==> src/rtl/nes_joy_pkg.sv <==
// Shared constants for the NES controller-port engine: button bit positions,
// Four Score signatures and the 24-bit load-word assembly helper.
package nes_joy_pkg;

    localparam int BTN_A      = 0;
    localparam int BTN_B      = 1;
    localparam int BTN_SELECT = 2;
    localparam int BTN_START  = 3;
    localparam int BTN_UP     = 4;
    localparam int BTN_DOWN   = 5;
    localparam int BTN_LEFT   = 6;
    localparam int BTN_RIGHT  = 7;

    localparam logic [7:0] FS_SIG_P1 = 8'h10;
    localparam logic [7:0] FS_SIG_P2 = 8'h20;

    typedef logic [7:0] pad_t;

    // Signature byte is read MSB-first as the console expects, so 8'h10 lands on
    // word bit 19 and 8'h20 on word bit 20 (sig[0] is always 0 and is dropped).
    function automatic logic [23:0] fs_word(input pad_t sig, input pad_t pad_b, input pad_t pad_a);
        return {1'b0, sig[7:1], pad_b, pad_a};
    endfunction

endpackage

==> src/rtl/nes_pad_shifter.sv <==
// One NES joypad port: parallel load while strobe is high, shift right on each
// falling edge of the port read pulse, refilling from the top with FILL_BIT.
module nes_pad_shifter
    import nes_joy_pkg::*;
#(
    parameter int W        = 8,
    parameter bit FILL_BIT = 1'b1
) (
    input  logic         clk,
    input  logic         reset_n,
    input  logic         i_strobe,
    input  logic         i_joy_clk,
    input  logic [W-1:0] i_load,
    output logic         o_data
);

    logic         r_last_clk;
    logic [W-1:0] r_shreg;
    logic         w_fall;

    assign w_fall = r_last_clk & ~i_joy_clk;

    // Reload has priority over a read edge in the same cycle.
    always_ff @(posedge clk or negedge reset_n) begin
        if (!reset_n) begin
            r_last_clk <= 1'b0;
            r_shreg    <= '0;
        end else begin
            r_last_clk <= i_joy_clk;
            if (i_strobe) begin
                r_shreg <= i_load;
            end else if (w_fall) begin
                r_shreg <= {FILL_BIT, r_shreg[W-1:1]};
            end else begin
                r_shreg <= r_shreg;
            end
        end
    end

    assign o_data = r_shreg[0];

endmodule

==> src/rtl/nes_joypad_port.sv <==
// NES controller-port engine: pad pin synchroniser, optional joysplitter scan,
// OSD Start/Select merge and (optionally Four Score) serialisation to two ports.
module nes_joypad_port
    import nes_joy_pkg::*;
#(
    parameter int NUM_PADS     = 2,
    parameter int FOURSCORE    = 0,
    parameter int SPLIT_MODE   = 0,
    parameter int SPLIT_PERIOD = 1024,
    parameter bit FILL_BIT     = 1'b1,
    parameter int SYNC_STAGES  = 2
) (
    input  logic                  clk,
    input  logic                  reset_n,
    input  logic [NUM_PADS*8-1:0] pad_raw,
    input  logic                  osd_select,
    input  logic                  osd_start,
    input  logic                  joy_strobe,
    input  logic [1:0]            joy_clk,
    output logic [1:0]            joy_data,
    output logic                  split_sel,
    output logic [NUM_PADS*8-1:0] pads_q
);

    localparam int PW = NUM_PADS * 8;
    localparam int W  = (FOURSCORE != 0) ? 24 : 8;

    logic [PW-1:0] r_sync [SYNC_STAGES];
    logic [PW-1:0] w_pressed;
    logic [PW-1:0] w_captured;
    logic [PW-1:0] w_merged;
    logic [PW-1:0] r_pads_q;
    logic [31:0]   w_all;
    logic [W-1:0]  w_load0;
    logic [W-1:0]  w_load1;
    logic          w_split_sel;

    // Pin synchroniser; released pins are high, so the chain resets to all ones.
    always_ff @(posedge clk or negedge reset_n) begin
        if (!reset_n) begin
            for (int i = 0; i < SYNC_STAGES; i++) begin
                r_sync[i] <= '1;
            end
        end else begin
            r_sync[0] <= pad_raw;
            for (int i = 1; i < SYNC_STAGES; i++) begin
                r_sync[i] <= r_sync[i-1];
            end
        end
    end

    assign w_pressed = ~r_sync[SYNC_STAGES-1];

    if (SPLIT_MODE != 0) begin : g_split
        localparam int CW = $clog2(SPLIT_PERIOD);
        logic [CW-1:0] r_ctr;
        logic          r_sel;
        pad_t          r_cap0;
        pad_t          r_cap1;

        // Scan counter; the shared pins are sampled one cycle before split_sel flips.
        always_ff @(posedge clk or negedge reset_n) begin
            if (!reset_n) begin
                r_ctr  <= '0;
                r_sel  <= 1'b1;
                r_cap0 <= 8'h00;
                r_cap1 <= 8'h00;
            end else begin
                if (r_ctr == CW'(SPLIT_PERIOD - 1)) begin
                    r_ctr <= '0;
                    r_sel <= ~r_sel;
                end else begin
                    r_ctr <= r_ctr + {{(CW-1){1'b0}}, 1'b1};
                end
                if (r_ctr == CW'(SPLIT_PERIOD - 2)) begin
                    if (r_sel) begin
                        r_cap0 <= w_pressed[7:0];
                    end else begin
                        r_cap1 <= w_pressed[7:0];
                    end
                end
            end
        end

        assign w_captured  = PW'({r_cap1, r_cap0});
        assign w_split_sel = r_sel;
    end else begin : g_direct
        assign w_captured  = w_pressed;
        assign w_split_sel = 1'b1;
    end

    // Host overrides act on the captured state so they bypass the synchroniser delay.
    always_comb begin
        w_merged                = w_captured;
        w_merged[BTN_START]     = w_captured[BTN_START]  | osd_start;
        w_merged[BTN_SELECT]    = w_captured[BTN_SELECT] | osd_select;
    end

    // Debug copy of the merged pressed state.
    always_ff @(posedge clk or negedge reset_n) begin
        if (!reset_n) begin
            r_pads_q <= '0;
        end else begin
            r_pads_q <= w_merged;
        end
    end

    assign w_all = 32'(w_merged);

    if (FOURSCORE != 0) begin : g_fs
        assign w_load0 = fs_word(FS_SIG_P1, w_all[23:16], w_all[7:0]);
        assign w_load1 = fs_word(FS_SIG_P2, w_all[31:24], w_all[15:8]);
    end else begin : g_std
        assign w_load0 = w_all[7:0];
        assign w_load1 = w_all[15:8];
    end

    nes_pad_shifter #(.W(W), .FILL_BIT(FILL_BIT)) u_port0 (
        .clk       (clk),
        .reset_n   (reset_n),
        .i_strobe  (joy_strobe),
        .i_joy_clk (joy_clk[0]),
        .i_load    (w_load0),
        .o_data    (joy_data[0])
    );

    nes_pad_shifter #(.W(W), .FILL_BIT(FILL_BIT)) u_port1 (
        .clk       (clk),
        .reset_n   (reset_n),
        .i_strobe  (joy_strobe),
        .i_joy_clk (joy_clk[1]),
        .i_load    (w_load1),
        .o_data    (joy_data[1])
    );

    assign split_sel = w_split_sel;
    assign pads_q    = r_pads_q;

endmodule

==> config.mk <==
export PLATFORM = sky130hd
export DESIGN_NAME = nes_joypad_port
export DESIGN_NICKNAME = d
export VERILOG_FILES = /design/src/rtl/nes_joy_pkg.sv /design/src/rtl/nes_pad_shifter.sv /design/src/rtl/nes_joypad_port.sv
export SDC_FILE = /design/constraint.sdc
export NUM_CORES = 1
export LEC_CHECK = 0
export BUFFER_PORTS_ARGS = -buffer_cell sky130_fd_sc_hd__buf_4
export CELL_PAD_IN_SITES_DETAIL_PLACEMENT = 0
export CELL_PAD_IN_SITES_GLOBAL_PLACEMENT = 1
export CORE_UTILIZATION = 40
export CTS_CLUSTER_SIZE = 10
export DETAILED_ROUTE_END_ITERATION = 12
export GPL_ROUTABILITY_DRIVEN = 1
export GPL_TIMING_DRIVEN = 0
export PLACE_DENSITY_LB_ADDON = 0.1
export SKIP_CTS_REPAIR_TIMING = 1
export SLEW_MARGIN = 10
export SYNTH_ARGS = -nofsm -noshare
export SYNTH_HDL_FRONTEND = slang
export SYNTH_SLANG_ARGS = --single-unit
==> constraint.sdc <==
create_clock -name clk -period 1.3 [get_ports clk]
set_clock_uncertainty 0.1 [all_clocks]
set_input_delay 0.26 -clock clk [delete_from_list [all_inputs] [get_ports clk]]
set_output_delay 0.26 -clock clk [all_outputs]
set_load 0.005 [all_outputs]
==> results, run 1 <==
- The number of global-route vias before repair came to 1,447.
- Max-cap violations in this run came to 0.
- The maximum number of pins on one net before global-route repair is 67.
- The first routing iteration left 54 violations.
- The gate family responsible for the most delay along the worst path is flip-flops.
- The number of hold-slack violations in the final timing report is 34.
- The worst setup timing slack at the placement stage is 0.0742 ns.
- The fill cell instance count of the final layout is 482.
- Among all stages on the critical path, the largest delay is contributed by sky130_fd_sc_hd__dfrtp_1.
- The run finished, with violations left.
- The number of routed nets with antenna violations is 0.
- Summed over all nets, the half-perimeter wirelength after detailed placement is 2.60 mm.
- The async set-or-reset flop fraction in the synthesized netlist is 1.00.
- The number of library cell types mapped by synthesis is 16.
- The startpoint identified for the worst register-to-register timing path is u_port1.r_last_clk.
- The core area is 5610 um^2.
- The critical path goes through nor2b_4 -> buf_6 -> o31a_1.
- The number of ports placed on the die boundary is 42.
- The synthesized design contains 0 enable-type register cells.
- The detailed router placed 1,338 vias in this run.
- The biggest area contributor in the post-synthesis netlist is sky130_fd_sc_hd__dfrtp_1.
- The post-detailed-routing wire length is 4.01 mm.
- The ratio of cells with drive above 1 in the final layout is 0.523.
- After clock tree synthesis, the clock-pin slew on the worst setup and hold paths is 0.07 ns.
- The register area share after synthesis is 0.713.
- Setup repair after global routing left no endpoint under its margin.
- The type of the most critical hold path is in -> async.
- Dividing the detail-routed via count by the number of cells gives 4.68.
- The proportion of netlist area held by the largest area contributor is 0.359.
- The global-route met2 utilization is 0.267.
- The total number of yosys warnings is 0.
- The met3 global-route usage is 0.0621.
- In the final design database the tool counted 232 nets.
- The root buffer selected by CTS is sky130_fd_sc_hd__clkbuf_8.
- The antenna cell count is 0.
- The first global-routing pass estimated about 6.7 mm of wire.
- The required arrival time at the worst endpoint is 1.42 ns.
- The most common flop cell mapped by yosys is sky130_fd_sc_hd__dfrtp_1.
- Measured against its own limit, the worst slew margin works out to 0.481.
- Synthesis produced 143 cells.
- In the synthesized netlist, the cells that appear most often are 34 x sky130_fd_sc_hd__dfrtp_1, 32 x sky130_fd_sc_hd__dfstp_2, 16 x sky130_fd_sc_hd__inv_1.
- The launching element of the worst setup path is u_port1.r_last_clk.
- The final max-slew violation count is 0.
- Power spread over the standard cell area amounts to 1490 nW/um^2.
- Row generation in the floorplan step produced 27 rows.
- Of all nets on the critical path, the largest fanout is 8.
- In this run the horizontal extent of the chip is 79.0 um.
- The die height is 79.0 um.
- Dividing the final minimum period by the clock period gives 0.950.
- The die footprint is 6240 um^2.
- TritonCTS built the clock tree.
- Clock tree synthesis found a total of 66 sinks.
- The endpoint kind of the worst setup timing path is a register.
- The number of setup violations in the final report is 0.
- The total global routing overflow is 0.
- The largest voltage drop on the vdd net is 1.09 mV.
- Yosys attributes the largest share of cell area to sky130_fd_sc_hd__dfrtp_1 36%, sky130_fd_sc_hd__dfstp_2 35%, sky130_fd_sc_hd__o221ai_2 8.9%, sky130_fd_sc_hd__nand4bb_1 6.6%, sky130_fd_sc_hd__nand2b_1 3.7%.
- The checks that failed: hold timing.
- In the post-route analysis, the smallest setup slack over all paths is 0.0644 ns.
- After synthesis the netlist holds a flip-flop and latch count of 66.
- The deepest clock path buffer count is 2.
- The synthesized area divided by synthesized cell count is between 15 and 20 um^2.
- The post-synth net total is 166.
- The maximum single-stage delay on the critical path is between 0.4 and 0.5 ns.
- For met1 alone, demand over resource in global routing was 0.147.
- For this run, design rule violations remaining after detail routing come to 0.
- The most common cell in the synthesized netlist is sky130_fd_sc_hd__dfrtp_1.
- The total number of H-tree levels is 3.
- The worst path needs 1.24 ns of the cycle, external delays included.
- Static timing analysis puts the maximum clock frequency at 809 MHz.
- Across all hold checks on the routed design, the worst slack comes to -0.0937 ns.
- The initial utilization of the core area, before any placement, comes to 0.423.
- Input and output buffers added on the ports amount to 40.
- The number of buffers and inverters on the critical path is 1.
- The first TritonRoute pass finished after 4 iterations.
- For this run, the share of the core covered by cells in the final layout is 0.563.
- The synthesis-to-finish area growth is 33.1%.
- The number of clock buffers inserted by TritonCTS is 9.
- The post-detailed-route wirelength per cell is 14.0 um.
- The leakage power figure is 1.37 nW.
- The synthesized netlist occupies a cell area of 2370 um^2.
- For this run, the total global-route usage over all layers was measured as 0.147.
- Data arrives at the worst endpoint at about 1.4 ns.
- The layer flagged by global routing as most heavily used is met2.
- At the pin with the least slew margin, the transition time is 0.778 ns.
- The clock latency on the worst-skew pair is 0.33 ns.
- At the end of routability-driven placement, the weighted congestion stood at 0.722.
- STA classifies the critical path startpoint as a register.
- The initial antenna violation count is 0.
- The critical path is of the reg -> reg type.
## kinds of logic (layout without fill, tap and decap cells)
| group | after synthesis | after routing | synth area share |
|---|---|---|---|
| buffers and inverters | 26 | 97 | 0.0654 |
| other | 1 | 1 | 0.00158 |
| AO/OA/AOI/OAI | 16 | 16 | 0.0960 |
| AND/OR/NAND/NOR | 34 | 34 | 0.123 |
| flip-flops | 66 | 66 | 0.713 |
## power breakdown
group	internal (W)	switching [W]	leakage (nW)
sequential	0.00223	0.0000704	0.734
combinational	0.000221	0.000161	0.516
clock	0.00128	0.000741	0.117
## flip-flops by register name (all words and copies together) (netlist names)
signal and count:
u_port0.r_last_clk 1, pads_q 16, u_port1.r_shreg 8, u_port1.r_last_clk 1, r_sync 32, u_port0.r_shreg 8
## cell type report
| type | instances | area [um^2] | share of cell area |
|---|---|---|---|
| flip-flops and latches | 66 | 1690 | 0.536 |
| multi-input cells | 51 | 524 | 0.166 |
| repair buffers | 57 | 468 | 0.148 |
| clock buffers | 10 | 128 | 0.0404 |
| clock inverters | 6 | 115 | 0.0365 |
| well taps | 72 | 90.1 | 0.0285 |
| plain buffers | 7 | 71.3 | 0.0226 |
| inverters | 17 | 68.8 | 0.0218 |
## layout by cell type, fill, tap and decap left out
| master | n |
|---|---|
| sky130_fd_sc_hd__o221ai_2 | 14 |
| sky130_fd_sc_hd__buf_4 | 42 |
| sky130_fd_sc_hd__dfrtp_1 | 34 |
| sky130_fd_sc_hd__nor2b_1 | 2 |
| sky130_fd_sc_hd__clkbuf_1 | 1 |
| sky130_fd_sc_hd__clkbuf_8 | 9 |
| sky130_fd_sc_hd__o31a_1 | 2 |
| sky130_fd_sc_hd__buf_12 | 1 |
| sky130_fd_sc_hd__nand2_1 | 2 |
| sky130_fd_sc_hd__nand2b_1 | 14 |
| sky130_fd_sc_hd__clkinvlp_4 | 1 |
| sky130_fd_sc_hd__inv_6 | 1 |
| sky130_fd_sc_hd__dfstp_2 | 32 |
| sky130_fd_sc_hd__bufinv_16 | 3 |
| sky130_fd_sc_hd__buf_6 | 3 |
| sky130_fd_sc_hd__dlygate4sd3_1 | 16 |
| sky130_fd_sc_hd__clkinv_4 | 2 |
| sky130_fd_sc_hd__nor2b_4 | 2 |
| sky130_fd_sc_hd__nand4bb_1 | 14 |
| sky130_fd_sc_hd__inv_1 | 16 |
| sky130_fd_sc_hd__conb_1 | 1 |
| sky130_fd_sc_hd__buf_2 | 2 |
## final timing paths
kind	to	slack, ns	cells after the start
setup / recovery	u_port1.r_shreg[7]	0.06	3
hold / removal	pads_q[1]	-0.09	1
setup reg to reg	u_port1.r_shreg[7]	0.06	3
hold reg to reg	r_sync[1]	0.26	0
max in group asynchronous	u_port1.r_shreg[0]	0.68	1
min in group clk	u_port1.r_last_clk	0.02	1
## metal layers
metal  vias to the layer above  share of wire
li1                        618              -
met1                       688           0.39
met2                        26           0.55
met3                         6          0.044
met4                         0          0.014
met5                         -              0
## per-stage QoR
| step | setup TNS, ns | instances | cell area (um^2) | total power [W] |
|---|---|---|---|---|
| floorplan | 0 | 143 | 2370 | 0.00249 |
| global placement | 0 | 255 | 2760 | 0.00266 |
| detailed placement | 0 | 255 | 2760 | 0.00269 |
| CTS | -0.0797 | 271 | 3000 | 0.00475 |
| global route | 0 | 286 | 3160 | 0.00491 |
| finish | 0 | 286 | 3160 | 0.00470 |
(Power assumes the default switching activity.)
==> inputs of run 2 (changes only) <==
--- a/config.mk
+++ b/config.mk
@@ -8,6 +8,7 @@
 export BUFFER_PORTS_ARGS = -buffer_cell sky130_fd_sc_hd__buf_4
 export CELL_PAD_IN_SITES_DETAIL_PLACEMENT = 0
 export CELL_PAD_IN_SITES_GLOBAL_PLACEMENT = 1
+export CORE_ASPECT_RATIO = 1.2
 export CORE_UTILIZATION = 40
 export CTS_CLUSTER_SIZE = 10
 export DETAILED_ROUTE_END_ITERATION = 12
==> run 2 against run 1 <==
Against the previous run: the run still ends with hold timing left; sequential cell count did not move; final cell count rose by 3.1%; global-route usage fell by 0.61 points; critical endpoint unchanged.
==> results, run 2 (synthesis gave the netlist of run 1 again) <==
- The die height came to 86.3 um (was 79.0 um).
- The max-capacitance violation count is 0 (unchanged).
- The clock slew at the register clock pins of the worst setup and hold paths is 0.07 ns (about the same).
- The top register by number of flip-flops is r_sync (unchanged).
- The required arrival time at the worst endpoint is 1.41 ns (was 1.42 ns).
- The number of hold-slack violations in the final timing report is 34 (unchanged).
- The peak clock frequency supported by timing is 794 MHz (was 809 MHz).
- The worst hold slack came to -0.0868 ns (was -0.0937 ns).
- The total power per unit cell area was 1330 nW/um^2 (was 1490 nW/um^2).
- The half-perimeter wire length after placement came to 2.55 mm (was 2.60 mm).
- The antenna cell count is 0 (unchanged).
- Most used cells in the layout excluding fill and tap cells: 42 x sky130_fd_sc_hd__buf_4, 34 x sky130_fd_sc_hd__dfrtp_1, 32 x sky130_fd_sc_hd__dfstp_2, 17 x sky130_fd_sc_hd__dlygate4sd3_1, 16 x sky130_fd_sc_hd__inv_1 (was 42 x sky130_fd_sc_hd__buf_4, 34 x sky130_fd_sc_hd__dfrtp_1, 32 x sky130_fd_sc_hd__dfstp_2, 16 x sky130_fd_sc_hd__inv_1, 16 x sky130_fd_sc_hd__dlygate4sd3_1).
- Status: finished, violations left (unchanged).
- The all-layer global routing usage is 0.140 (was 0.147).
- The synthesis-to-finish area growth is 30.7% (was 33.1%).
- The transition at the pin with the smallest max-transition slack is 0.804 ns (was 0.778 ns).
- The clock latency on the worst-skew pair was 0.33 ns (about the same).
- The number of vias per cell is 4.58 (was 4.68).
- The DRC violation total after the first TritonRoute iteration is 59 (was 54).
- The number of flip-flops under the largest register name is 32 (unchanged).
- The effective utilization at floorplan was 0.418 (was 0.423).
- The post-detailed-route wirelength per cell came to 13.8 um (was 14.0 um).
- The post-detailed-placement cell area is 2770 um^2 (was 2760 um^2).
- The final instance area was 3100 um^2 (was 3160 um^2).
- The number of optimization iterations in the first detailed-route pass was 4 (unchanged).
- The final max-slew violation count was 0 (unchanged).
- The initial antenna violation count is 0 (unchanged).
- The maximum fanout count along the critical path was 9 (was 8).
- The total number of H-tree levels came to 3 (unchanged).
- The most common cell after layout, fill and taps aside is sky130_fd_sc_hd__buf_4 (unchanged).
- The number of routed nets with antenna violations was 0 (unchanged).
- The element type at the critical path start is an input pin (was register).
- The root buffer selected by CTS was sky130_fd_sc_hd__clkbuf_8 (unchanged).
- The fill cell instance count of the final layout is 487 (was 482).
- The number of clock buffers inserted by TritonCTS was 9 (unchanged).
- The deepest clock path buffer count is 2 (unchanged).
- The first-pass GRT wire length was 6.36 mm (was 6.71 mm).
- The total number of vias was 1,351 (was 1,338).
- The total global routing overflow is 0 (unchanged).
- The critical path arrival is 1.37 ns (was 1.36 ns).
- The count of input and output buffers is 40 (unchanged).
- The worst setup timing slack at the placement stage is 0.0775 ns (was 0.0742 ns).
- The number of ports placed on the die boundary is 42 (unchanged).
- The normalized max-slew margin is 0.464 (was 0.481).
- The core area came to 5670 um^2 (was 5610 um^2).
- The number of nets at the end of the flow is 233 (was 232).
- The CTS tree is yes (unchanged).
- The ratio of cells with drive above 1 in the final layout came to 0.512 (was 0.523).
- The path type of the worst setup path is in -> reg (was reg -> reg).
- The number of global-route vias before repair is 1,370 (was 1,447).
- The number of design rule violations left after detail routing came to 0 (unchanged).
- The count of standard-cell rows came to 30 (was 27).
- The ratio of final minimum period to clock period is 0.968 (was 0.950).
- The die footprint is 6240 um^2 (about the same).
- The number of setup violations in the final report was 0 (unchanged).
- The maximum number of pins on one net before global-route repair is 67 (unchanged).
- The type of the most critical hold path is in -> async (unchanged).
- The number of sinks on the clock net is 66 (unchanged).
- The routability congestion estimate is 0.737 (was 0.722).
- The floorplan die width is 72.3 um (was 79.0 um).
- The worst setup slack after layout is 0.0413 ns (was 0.0644 ns).
- The largest voltage drop on the vdd net came to 1.05 mV (was 1.09 mV).
- The shortest period the worst path allows is 1.26 ns (was 1.24 ns).
- Failing checks: hold timing (unchanged).
- Setup repair after global routing missed its margin: false (unchanged).
- The endpoint kind of the worst setup timing path was a register (unchanged).
- The leakage power figure is 1.34 nW (was 1.37 nW).
- The post-detailed-routing wire length came to 4.06 mm (was 4.01 mm).
-- run 2: changes by cell type in the layout (fill, tap and decap cells not counted), moves of 2 or more --
cell,previous run,this run
sky130_fd_sc_hd__clkbuf_1,1,3
sky130_fd_sc_hd__clkinv_2,0,3
sky130_fd_sc_hd__clkinv_4,2,0
sky130_fd_sc_hd__bufinv_16,3,0
-- run 2: per-stage QoR --
stage / hold WS, ns / std cells / power, W / TNS [ns] / utilization
6_report: -0.0868 / 295 / 0.00411 / 0 / 0.547
3_5_place_dp: 0.247 / 263 / 0.00269 / 0 / 0.489
4_1_cts: -0.0853 / 279 / 0.00414 / -0.0887 / 0.518
3_3_place_gp: 0.246 / 263 / 0.00266 / 0 / 0.489
5_1_grt: -0.0257 / 295 / 0.00431 / 0 / 0.547
2_1_floorplan: -0.136 / 143 / 0.00249 / 0 / -
-- run 2: report_power, final --
| part | internal [W] | total [W] | switching, W | leakage (nW) |
|---|---|---|---|---|
| Clock | 0.000736 | 0.00143 | 0.000691 | 0.0872 |
| Combinational | 0.000222 | 0.000384 | 0.000162 | 0.520 |
| Sequential | 0.00223 | 0.00230 | 0.0000712 | 0.734 |
| Total | 0.00318 | 0.00411 | 0.000924 | 1.34 |
-- run 2: layout make-up --
class,count,area [um^2],share of cell area
clock buffers,13,149,0.0481
flip-flops and latches,66,1690,0.546
repair buffers,58,478,0.154
clock inverters,3,15.0,0.00485
well taps,80,100,0.0323
plain buffers,7,71.3,0.0230
multi-input cells,51,524,0.169
inverters,17,68.8,0.0222
-- run 2: critical path, cell delays in order --
cell and delay [ns]:
sky130_fd_sc_hd__dlygate4sd3_1 0.52, sky130_fd_sc_hd__buf_4 0.16, sky130_fd_sc_hd__nor2b_4 0.05, sky130_fd_sc_hd__buf_6 0.14
sky130_fd_sc_hd__o31a_1 0.24
-- run 2: path summary, 6_finish.rpt --
kind | slack [ns] | cells past startpoint | start | to
worst max-delay path | 0.04 | 5 | joy_clk[1] | u_port1.r_shreg[7]
worst min-delay path | -0.09 | 1 | reset_n | pads_q[2]
worst max register to register | 0.08 | 3 | u_port0.r_last_clk | u_port0.r_shreg[7]
worst min register to register | 0.25 | 0 | r_sync[16] | r_sync[0]
max in group asynchronous | 0.65 | 1 | reset_n | pads_q[11]
min in group clk | 0.03 | 1 | joy_clk[0] | u_port0.r_last_clk
-- run 2: routing by layer --
layer	global-route usage	vias to the layer above	wire, um	part of all wire
met5	0	-	0	0
met4	0.0749	0	71	0.017
met3	0.0523	6	142	0.035
li1	-	617	-	-
met2	0.246	28	2280	0.56
met1	0.145	700	1570	0.39
